[config.mk]
export PLATFORM = sky130hd
export DESIGN_NAME = pixel_window_detect_flat
export DESIGN_NICKNAME = d
export VERILOG_FILES = /design/src/rtl/pixel_window_detect_if.sv /design/src/rtl/pixel_window_detect.sv /design/src/flat_wrapper.sv
export SDC_FILE = /design/constraint.sdc
export NUM_CORES = 2
export LEC_CHECK = 0
export BUFFER_PORTS_ARGS = -buffer_cell sky130_fd_sc_hd__buf_4
export CAP_MARGIN = 0
export CELL_PAD_IN_SITES_DETAIL_PLACEMENT = 1
export CELL_PAD_IN_SITES_GLOBAL_PLACEMENT = 1
export CORE_MARGIN = 5
export CORE_UTILIZATION = 51
export DETAILED_ROUTE_END_ITERATION = 6
export GPL_TIMING_DRIVEN = 1
export PLACE_DENSITY_LB_ADDON = 0.1
export RECOVER_POWER = 50
export SYNTH_ARGS = -nofsm -noshare
export SYNTH_HDL_FRONTEND = slang
export SYNTH_MEMORY_MAX_BITS = 65536
export SYNTH_SLANG_ARGS = --single-unit
[constraint.sdc]
create_clock -name clk -period 17.75 [get_ports clk]
set_input_delay 3.55 -clock clk [delete_from_list [all_inputs] [get_ports clk]]
set_output_delay 3.55 -clock clk [all_outputs]
set_load 0.005 [all_outputs]
[src/rtl/pixel_window_detect_if.sv]
// Stream/handshake bundle between the image loader, the 3x3 window detector
// and the downstream filtering stage.
interface pixel_window_detect_if #(
    parameter int DATA_WIDTH = 8,
    parameter int DIM_WIDTH  = 16
);
    logic                  start;
    logic [DIM_WIDTH-1:0]  M;
    logic [DIM_WIDTH-1:0]  N;
    logic [DATA_WIDTH-1:0] pix_data;
    logic                  pix_valid;
    logic [DATA_WIDTH-1:0] out_center;
    logic [DATA_WIDTH-1:0] out_min;
    logic [DATA_WIDTH-1:0] out_max;
    logic                  out_noise;
    logic [DIM_WIDTH-1:0]  out_row;
    logic [DIM_WIDTH-1:0]  out_col;
    logic                  out_valid;
    logic                  busy;
    logic                  done;
    logic                  err;

    modport master (
        output start, M, N, pix_data, pix_valid,
        input  out_center, out_min, out_max, out_noise, out_row, out_col,
               out_valid, busy, done, err
    );

    modport slave (
        input  start, M, N, pix_data, pix_valid,
        output out_center, out_min, out_max, out_noise, out_row, out_col,
               out_valid, busy, done, err
    );
endinterface

[src/rtl/pixel_window_detect.sv]
// Streaming 3x3 impulse-noise detector: two line buffers build a window around
// every interior pixel; centre, neighbour min/max and a noise flag come out 2 cycles later.
module pixel_window_detect #(
    parameter int DATA_WIDTH = 8,
    parameter int MAX_N      = 256,
    parameter int DIM_WIDTH  = 16
) (
    input  logic                 clk,
    input  logic                 rst,
    pixel_window_detect_if.slave bus
);
    localparam int AW = (MAX_N > 1) ? $clog2(MAX_N) : 1;

    typedef enum logic [1:0] {
        IDLE  = 2'd0,
        RUN   = 2'd1,
        DRAIN = 2'd2,
        DONE  = 2'd3
    } state_t;

    typedef logic [DATA_WIDTH-1:0] pix_t;

    function automatic pix_t min2(input pix_t a, input pix_t b);
        return (a < b) ? a : b;
    endfunction

    function automatic pix_t max2(input pix_t a, input pix_t b);
        return (a > b) ? a : b;
    endfunction

    state_t               state_r, state_s;
    logic [DIM_WIDTH-1:0] m_r, n_r, row_r, col_r;
    pix_t                 lb0_r [MAX_N];
    pix_t                 lb1_r [MAX_N];
    // win_r[column][line]: column 2 is the newest, line 2 is the current row
    pix_t                 win_r [3][3];
    logic                 v1_r;
    logic [DIM_WIDTH-1:0] c1_row_r, c1_col_r;

    pix_t                 center_r, min_r, max_r;
    logic                 noise_r, ovalid_r, busy_r, done_r, err_r;
    logic [DIM_WIDTH-1:0] orow_r, ocol_r;

    logic                 accept_s, start_ok_s, last_col_s, last_pix_s, win_done_s;
    logic [AW-1:0]        lb_idx_s;
    pix_t                 lb0_rd_s, lb1_rd_s, nb_min_s, nb_max_s;

    assign accept_s   = (state_r == RUN) && bus.pix_valid;
    assign start_ok_s = (bus.N >= DIM_WIDTH'(3)) && (bus.N <= DIM_WIDTH'(MAX_N)) &&
                        (bus.M >= DIM_WIDTH'(3));
    assign last_col_s = (col_r == (n_r - DIM_WIDTH'(1)));
    assign last_pix_s = accept_s && last_col_s && (row_r == (m_r - DIM_WIDTH'(1)));
    assign win_done_s = accept_s && (row_r >= DIM_WIDTH'(2)) && (col_r >= DIM_WIDTH'(2));
    assign lb_idx_s   = col_r[AW-1:0];
    assign lb0_rd_s   = lb0_r[lb_idx_s];
    assign lb1_rd_s   = lb1_r[lb_idx_s];

    // Next-state decode for the frame sequencer
    always_comb begin
        state_s = state_r;
        case (state_r)
            IDLE: begin
                if (bus.start && start_ok_s) state_s = RUN;
                else                         state_s = IDLE;
            end
            RUN: begin
                if (last_pix_s) state_s = DRAIN;
                else            state_s = RUN;
            end
            DRAIN: begin
                // Stage-1 empty means the final window has left stage 2
                if (!v1_r) state_s = DONE;
                else       state_s = DRAIN;
            end
            DONE:    state_s = IDLE;
            default: state_s = IDLE;
        endcase
    end

    // State register plus busy/done/err status
    always_ff @(posedge clk) begin
        if (rst) begin
            state_r <= IDLE;
            busy_r  <= 1'b0;
            done_r  <= 1'b0;
            err_r   <= 1'b0;
        end else begin
            state_r <= state_s;
            busy_r  <= (state_s == RUN) || (state_s == DRAIN);
            done_r  <= (state_s == DONE);
            if ((state_r == IDLE) && bus.start) err_r <= !start_ok_s;
        end
    end

    // Frame dimensions and raster position of the next accepted pixel
    always_ff @(posedge clk) begin
        if (rst) begin
            m_r   <= '0;
            n_r   <= '0;
            row_r <= '0;
            col_r <= '0;
        end else if ((state_r == IDLE) && bus.start && start_ok_s) begin
            m_r   <= bus.M;
            n_r   <= bus.N;
            row_r <= '0;
            col_r <= '0;
        end else if (accept_s) begin
            if (last_col_s) begin
                col_r <= '0;
                row_r <= row_r + DIM_WIDTH'(1);
            end else begin
                col_r <= col_r + DIM_WIDTH'(1);
            end
        end
    end

    // Line buffers (read-before-write) and window shift; contents need no reset
    always_ff @(posedge clk) begin
        if (accept_s) begin
            lb1_r[lb_idx_s] <= bus.pix_data;
            lb0_r[lb_idx_s] <= lb1_rd_s;
            for (int r = 0; r < 3; r++) begin
                win_r[0][r] <= win_r[1][r];
                win_r[1][r] <= win_r[2][r];
            end
            win_r[2][0] <= lb0_rd_s;
            win_r[2][1] <= lb1_rd_s;
            win_r[2][2] <= bus.pix_data;
        end
    end

    // Stage-1 qualifier and centre coordinates of the window just formed
    always_ff @(posedge clk) begin
        if (rst) begin
            v1_r     <= 1'b0;
            c1_row_r <= '0;
            c1_col_r <= '0;
        end else begin
            v1_r <= win_done_s;
            if (win_done_s) begin
                c1_row_r <= row_r - DIM_WIDTH'(1);
                c1_col_r <= col_r - DIM_WIDTH'(1);
            end
        end
    end

    // Min/max over the eight neighbours, centre excluded
    always_comb begin
        nb_min_s = win_r[0][0];
        nb_max_s = win_r[0][0];
        for (int c = 0; c < 3; c++) begin
            for (int r = 0; r < 3; r++) begin
                nb_min_s = ((c == 1) && (r == 1)) ? nb_min_s : min2(nb_min_s, win_r[c][r]);
                nb_max_s = ((c == 1) && (r == 1)) ? nb_max_s : max2(nb_max_s, win_r[c][r]);
            end
        end
    end

    // Stage-2 output registers; values hold between strobes
    always_ff @(posedge clk) begin
        if (rst) begin
            ovalid_r <= 1'b0;
            center_r <= '0;
            min_r    <= '0;
            max_r    <= '0;
            noise_r  <= 1'b0;
            orow_r   <= '0;
            ocol_r   <= '0;
        end else begin
            ovalid_r <= v1_r;
            if (v1_r) begin
                center_r <= win_r[1][1];
                min_r    <= nb_min_s;
                max_r    <= nb_max_s;
                noise_r  <= (win_r[1][1] < nb_min_s) || (win_r[1][1] > nb_max_s);
                orow_r   <= c1_row_r;
                ocol_r   <= c1_col_r;
            end
        end
    end

    assign bus.out_center = center_r;
    assign bus.out_min    = min_r;
    assign bus.out_max    = max_r;
    assign bus.out_noise  = noise_r;
    assign bus.out_row    = orow_r;
    assign bus.out_col    = ocol_r;
    assign bus.out_valid  = ovalid_r;
    assign bus.busy       = busy_r;
    assign bus.done       = done_r;
    assign bus.err        = err_r;
endmodule
[src/flat_wrapper.sv]
// flat-port wrapper written by rule: the top's interface ports become plain ports
module pixel_window_detect_flat 
#(
    parameter int DATA_WIDTH = 8,
    parameter int MAX_N      = 256,
    parameter int DIM_WIDTH  = 16
)
  (clk, rst, bus_start, bus_M, bus_N, bus_pix_data, bus_pix_valid, bus_out_center, bus_out_min, bus_out_max, bus_out_noise, bus_out_row, bus_out_col, bus_out_valid, bus_busy, bus_done, bus_err);
  pixel_window_detect_if #(.DATA_WIDTH(DATA_WIDTH), .DIM_WIDTH(DIM_WIDTH)) bus_i ();
  input  logic clk;
  input  logic rst;
  input wire logic [$bits(bus_i.start)-1:0] bus_start;
  input wire logic [$bits(bus_i.M)-1:0] bus_M;
  input wire logic [$bits(bus_i.N)-1:0] bus_N;
  input wire logic [$bits(bus_i.pix_data)-1:0] bus_pix_data;
  input wire logic [$bits(bus_i.pix_valid)-1:0] bus_pix_valid;
  output wire logic [$bits(bus_i.out_center)-1:0] bus_out_center;
  output wire logic [$bits(bus_i.out_min)-1:0] bus_out_min;
  output wire logic [$bits(bus_i.out_max)-1:0] bus_out_max;
  output wire logic [$bits(bus_i.out_noise)-1:0] bus_out_noise;
  output wire logic [$bits(bus_i.out_row)-1:0] bus_out_row;
  output wire logic [$bits(bus_i.out_col)-1:0] bus_out_col;
  output wire logic [$bits(bus_i.out_valid)-1:0] bus_out_valid;
  output wire logic [$bits(bus_i.busy)-1:0] bus_busy;
  output wire logic [$bits(bus_i.done)-1:0] bus_done;
  output wire logic [$bits(bus_i.err)-1:0] bus_err;
  assign bus_i.start = bus_start;
  assign bus_i.M = bus_M;
  assign bus_i.N = bus_N;
  assign bus_i.pix_data = bus_pix_data;
  assign bus_i.pix_valid = bus_pix_valid;
  assign bus_out_center = bus_i.out_center;
  assign bus_out_min = bus_i.out_min;
  assign bus_out_max = bus_i.out_max;
  assign bus_out_noise = bus_i.out_noise;
  assign bus_out_row = bus_i.out_row;
  assign bus_out_col = bus_i.out_col;
  assign bus_out_valid = bus_i.out_valid;
  assign bus_busy = bus_i.busy;
  assign bus_done = bus_i.done;
  assign bus_err = bus_i.err;
  pixel_window_detect #(.DATA_WIDTH(DATA_WIDTH), .MAX_N(MAX_N), .DIM_WIDTH(DIM_WIDTH)) u_core (.clk(clk), .rst(rst), .bus(bus_i));
endmodule
[After elaboration in Yosys (flattened, before gate mapping)]
Memory sizes are Yosys's and may differ from the RTL's. A register that Yosys moved wholly into a read port is not among the register bits.
Cells that the tools add are included.
W data, S select, Z words.
Operators by class
  add/sub/neg operators: 6
  multipliers: 0
  divide/modulo/power cells: 0
  $lt $le $gt $ge: 21
  eq/ne operators: 8
  shifts and indexed selects: 0
  multiplexer cells: 25
  bitwise logic cells: 0
  reduce and logical (&&, ||, !) cells: 16
Operator list (number)
  $mux W8: 18
  $ge A16 B2 Y1 const B: 4
  $gt A8 B8 Y1: 8
  $lt A8 B8 Y1: 8
  $sub A16 B1 Y16 const B: 4
  $add A16 B1 Y16 const B: 2
  $eq A16 B16 Y1: 2
  $le A16 B9 Y1 const B: 1
  $mux W16: 1
  $logic_and A1 B1 Y1: 10
  $eq A2 B2 Y1 const B: 4
  $pmux W2 S4: 1
  $eq A2 B1 Y1 const B: 2
  $mux W1: 4
  $logic_not A2 Y1: 1
  $logic_or A1 B1 Y1: 2
  $mux W2: 1
  $reduce_and A2 Y1: 1
  $reduce_or A2 Y1: 1
  $logic_not A1 Y1: 1
Word-level totals
  register bits after elaboration: 160
  bits in latches: 0
  memory bits (writable): 4168
  memory bits (read-only): 0
  logic and storage cells: 97
  memories: 3
Memories
  u_core.lb0_r: depth 256, width 8, read ports 1, clocked after Yosys merged registers in 1, wr ports 1, RTL line pixel_window_detect.sv:33  | pix_t lb0_r [MAX_N];
  u_core.lb1_r: depth 256, width 8, read ports 1, clocked after Yosys merged registers in 1, wr ports 1, RTL line pixel_window_detect.sv:34  | pix_t lb1_r [MAX_N];
  u_core.win_r: depth 3, width 24, read ports 3, clocked after Yosys merged registers in 0, wr ports 3, RTL line pixel_window_detect.sv:36  | pix_t win_r [3][3];

[Depth between registers and ports, before layout]
An unclocked memory read counts as a cell.
  word-level depth: 17
  depth in mapped cells: 79
  mapped depth without buffers: 75

[Worst setup path after synthesis]
No wires, ideal clock.
  kind: register to register
  start: memory u_core.win_r[0][17] in the netlist's numbering
  end: register u_core.noise_r (netlist: u_core.bus.out_noise)
  arrival: 12609 ps
  required time: 17620 ps
  setup slack: 5010 ps
  cell stages (with the launch flop): 72
  path buffers: 4
  path through: edfxtp_1 > ha_1 > nor2b_1 > o211ai_1 > a21oi_1 > o22ai_2 > mux2_2 > ha_1 > nor2b_1 > o21a_1 > o21ai_0 > a21oi_1 > o22a_1 > clkbuf_1 > mux2_2 > ha_1 > nor2b_1 > o21a_1 > (+36 left out) > nor2b_1 > o21a_1 > o21ai_0 > nand2b_1 > a21oi_1 > nor2_1 > a211oi_1 > a21oi_1 > mux2i_1 > ha_1 > nor2b_1 > o21a_1 > o21ai_0 > nand2b_1 > a21oi_1 > o21ai_0 > a31oi_1 > o22ai_1
RTL lines
  from (decl): RTL line pixel_window_detect.sv:36
  to (signal assigned): RTL line pixel_window_detect.sv:175  | noise_r <= (win_r[1][1] < nb_min_s) || (win_r[1][1] > nb_max_s);
  to (decl): RTL line pixel_window_detect.sv:41  | logic noise_r, ovalid_r, busy_r, done_r, err_r;

==> qor_table.md <==
| Stage | Metric | This run |
| --- | --- | --- |
| final layout | Final Instance Count excl. Fillers | 12880 |
| synth | Asr flop ratio synth | 0% |
| sta | Time the final worst path needs with I/O delays and setup | 14780 ps |
| synth | Mapped Area | 170100 um^2 |
| synth | Synthesized flop and latch total | 4336 |
| final layout | Most frequent standard cell in the layout excluding fill and tap cells | edfxtp_1 |
| clock network | Post-CTS setup buffer count | 0 |
| detailed routing | Vias post-DR | 81780 |
| worst setup path | Element type at the critical path end | register |
| final layout | Fraction of final layout cells with drive strength greater than 1 | 27.91% |
| detailed routing | Number of antenna-violating nets in the routed design | 0 |
| power and ir drop | Max rail drop VDD | 0.08977 mV |
| final layout | Final design utilization | 57.54% |
| grt | Global-route usage over all layers | 26.11% |
| synth | Total of warnings raised by yosys | 0 |
| clock network | Count of H-tree levels built during CTS | 5 |
| grt | Via count of the first global-routing pass | 85400 |
| clock network | CTS hold repair buffers | 0 |
| placement | Final RePlAce weighted congestion | 0.8320 |
| synth | Most used flip-flop cell after synthesis | edfxtp_1 |
| sta | Final hold viol count | 0 |
| sta | Clock skew | 58.50 ps |
| final layout | Leading cell types in the layout, fill and taps excluded | edfxtp_1 (4168), mux4_2 (1352), clkbuf_16 (450) |
| synth | Area fraction of the dominant cell type after synthesis | 73.56% |
| final layout | Finished layout cell area | 191500 um^2 |
| clock network | Clock slew at the register clock pins of the worst setup and hold paths | 60 ps |
| detailed routing | Per-cell routed wire length | 35.04 um |
| sta | RSZ-0062 raised after global routing | false |
| clock network | Maximum buffer depth of the clock tree | 4 |
| sta | Slew at the pin with the worst max-slew slack | 6558 ps |
| grt | Wire length of the first global-routing pass | 650000 um |
| worst setup path | Category of the worst setup path launch point | register |
| detailed routing | Highest metal layer with signal wires | met4 |
| grt | Total gr overflow | 0 |
| grt | Number of antenna violations at the first check in global routing | 32 |
| floorplan | Placeable core area | 332900 um^2 |
| synth | Dominant cells by area after synthesis | edfxtp_1 (74%), mux4_2 (18%), dfxtp_1 (2.0%) |
| synth | Sequential cell area fraction in the yosys report | 75.54% |
| final layout | Area added between synthesis and finish | 12.57% |
| floorplan | Vertical extent of the die | 587.6 um |
| sta | Max-slew violation count | 2754 |
| detailed routing | DR WL met3 | 34030 um |
| synth | Average instance area after synthesis | 22.40 um^2 |
| sta | Max Clock Freq | 67.67 MHz |
| floorplan | IO Pins | 105 |
| sta | Worst-case hold slack | 474.1 ps |
| sta | Final setup vio count | 0 |
| placement | Cell Area, Placed | 178000 um^2 |
| detailed routing | Average vias per placed instance | 6.352 |
| clock network | Root buffer cell | clkbuf_16 |
| placement | IO buf count | 104 |
| worst setup path | Critical-path cell with the highest stage delay | a31oi_1 |
| placement | Dpl cells | 12040 |
| synth | Number of enable-type register cells in the synthesized netlist | 4168 |
| detailed routing | Met2 routed wirelength | 215700 um |
| grt | Largest net degree at the start of global routing | 194 |
| power and ir drop | Pwr Total | 20.49 mW |
| worst setup path | Maximum net fanout on the critical path | 14 |
| synth | Post-Synthesis Cells | 7597 |
| detailed routing | Detailed Route WL | 451200 um |
| clock network | Number of CTS-inserted buffers | 444 |
| placement | DP Worst Slack | 3059 ps |
| detailed routing | Routed length on met1 | 190200 um |
| synth | Synthesized netlist net count | 7765 |
| synth | Largest area contributor in the netlist | edfxtp_1 |
| clock network | Later-pin clock latency in the skew report | 980 ps |
| detailed routing | Iteration-0 DRC count of the detailed router | 9207 |
| clock network | TritonCTS clock tree | done |
| clock network | Quantity of gates resized following cts | 0 |
| worst setup path | Data required time at the worst endpoint | 18620 ps |
| sta | Min setup slack post-route | 2972 ps |
| floorplan | Die Footprint | 345300 um^2 |
| min path | Class of the tightest hold or removal check | register to register |
| detailed routing | Post-detailed-route DRC marker count | 0 |
| synth | Post-synthesis cell type count | 77 |
| detailed routing | Number of detailed-routing iterations run before antenna repair | 5 |
| worst setup path | Highest cell delay on the worst timing path | 700 ps |
| placement | Detailed-placement wirelength estimate | 271200 um |
| sta | Post-Route Setup TNS | 0 ps |
| job | Total of max-cap violations | 51 |
| outcome | Failing checks | capacitance limit, slew limit |
| floorplan | Die width | 587.6 um |
| sta | Worst rel slew slack | -337.2% |
| final layout | Nets | 8263 |
| outcome | Result of the run | complete, but fails checks |
| power and ir drop | Power density over cell area | 107.0 nW/um^2 |
| floorplan | Number of placement rows | 212 |
| sta | Final Cycle Share | 83.26% |
| worst setup path | Cell with the most instances on the worst path | ha_1 |
| worst setup path | Kind of critical path | register to register |
| power and ir drop | Leakage power | 58.07 nW |
| clock network | CTS Sinks | 4336 |
| worst setup path | Arrival time of data at the critical path endpoint | 15650 ps |
| floorplan | Initial standard-cell utilization of the core | 51.11% |
==> cell families (layout without fill, tap and decap cells) <==
group / Yosys count / after routing / share of synthesized area (%)
AOI/OAI and AO/OA: 293 / 293 / 1.166
and+or+nand+nor: 776 / 776 / 2.072
adders and majority gates: 124 / 124 / 0.9119
xor gates and xnor gates: 92 / 92 / 0.4736
other: 0 / 16 / 0
muxes: 1473 / 1473 / 18.69
buffers and inverters: 503 / 1379 / 1.144
DFF: 4336 / 4336 / 75.54
==> metal layers <==
layer	GRT usage (%)	up-vias
li1	-	33130
met1	39.08	44660
met2	41.06	3443
met3	4.350	548
met4	5.967	0
met5	0	-
==> worst max-delay path, delay by kind of cell (launching register included) <==
kind / cells / cell delay (ps)
DFF: 1 / 420
muxes: 2 / 750
and+or+nand+nor: 17 / 3820
adders and majority gates: 8 / 2540
AOI/OAI and AO/OA: 28 / 7140
==> synthesized netlist by cell type, types with 4 or more instances <==
| library cell | instances |
|---|---|
| edfxtp_1 | 4168 |
| ha_1 | 124 |
| dfxtp_1 | 168 |
| o211ai_1 | 21 |
| nor3_2 | 4 |
| mux4_2 | 1360 |
| xnor2_1 | 53 |
| nand3_1 | 68 |
| o21ai_1 | 4 |
| a21o_1 | 12 |
| or4_1 | 7 |
| o22ai_1 | 4 |
| mux2_2 | 35 |
| a211o_1 | 5 |
| nor4_1 | 16 |
| nand2b_1 | 11 |
| clkbuf_1 | 276 |
| buf_1 | 97 |
| buf_2 | 43 |
| nand2_1 | 82 |
| inv_1 | 86 |
| nor3_1 | 27 |
| a311oi_1 | 11 |
| o21a_1 | 30 |
| o21ai_0 | 47 |
| or3_1 | 8 |
| xor2_1 | 39 |
| a21oi_1 | 53 |
| nor2_1 | 446 |
| a31oi_1 | 15 |
| o31ai_1 | 16 |
| mux2i_1 | 77 |
| nor2b_1 | 29 |
| or2_2 | 5 |
| nand4_1 | 26 |
| and2_1 | 17 |
| a211oi_1 | 45 |
| and3_1 | 7 |
==> worst paths after layout <==
kind                            slack (ps)                     startpoint  cells past startpoint                           endpoint
worst max register to register        2970  u_core.win_r[0][23]$_DFFE_PP_                     55  u_core.bus.out_noise$_SDFFE_PP0P_
worst max-delay path                  2970  u_core.win_r[0][23]$_DFFE_PP_                     55  u_core.bus.out_noise$_SDFFE_PP0P_
worst min register to register         470    u_core.bus.err$_SDFFE_PP0P_                      2        u_core.bus.err$_SDFFE_PP0P_
worst min-delay path                   470    u_core.bus.err$_SDFFE_PP0P_                      2        u_core.bus.err$_SDFFE_PP0P_
==> power breakdown <==
group / leakage (nW) / switching (mW) / internal (mW) / total (mW)
Clock: 6.95 / 3.92 / 5.31 / 9.22
Combinational: 12.3 / 0.108 / 0.0162 / 0.124
Sequential: 38.8 / 0.000468 / 11.1 / 11.1
Total: 58.1 / 4.03 / 16.5 / 20.5
==> registers in the layout, indices dropped and copies added, names as in the netlist, 8 cells and up, named ones only <==
signal,cells
u_core.n_r,16
u_core.bus.out_col,16
u_core.col_r,16
u_core.m_r,16
u_core.row_r,16
u_core.bus.out_max,8
u_core.win_r,72
u_core.bus.out_center,8
u_core.lb1_r,2048
u_core.bus.out_min,8
u_core.bus.out_row,16
u_core.c1_row_r,16
u_core.c1_col_r,16
u_core.lb0_r,2048
==> layout make-up <==
class                      count  area, um^2
clock inverter               269        2660
tap                         4387        5489
antenna                       16       40.04
sequential                  4336      128600
timing repair buffer         469        2974
fill                       27540      141400
clock buffer                 555       11690
inverter                      86       324.1
multi-input combinational   2758       39810
Note: power is estimated with default switching activity, not from simulation.
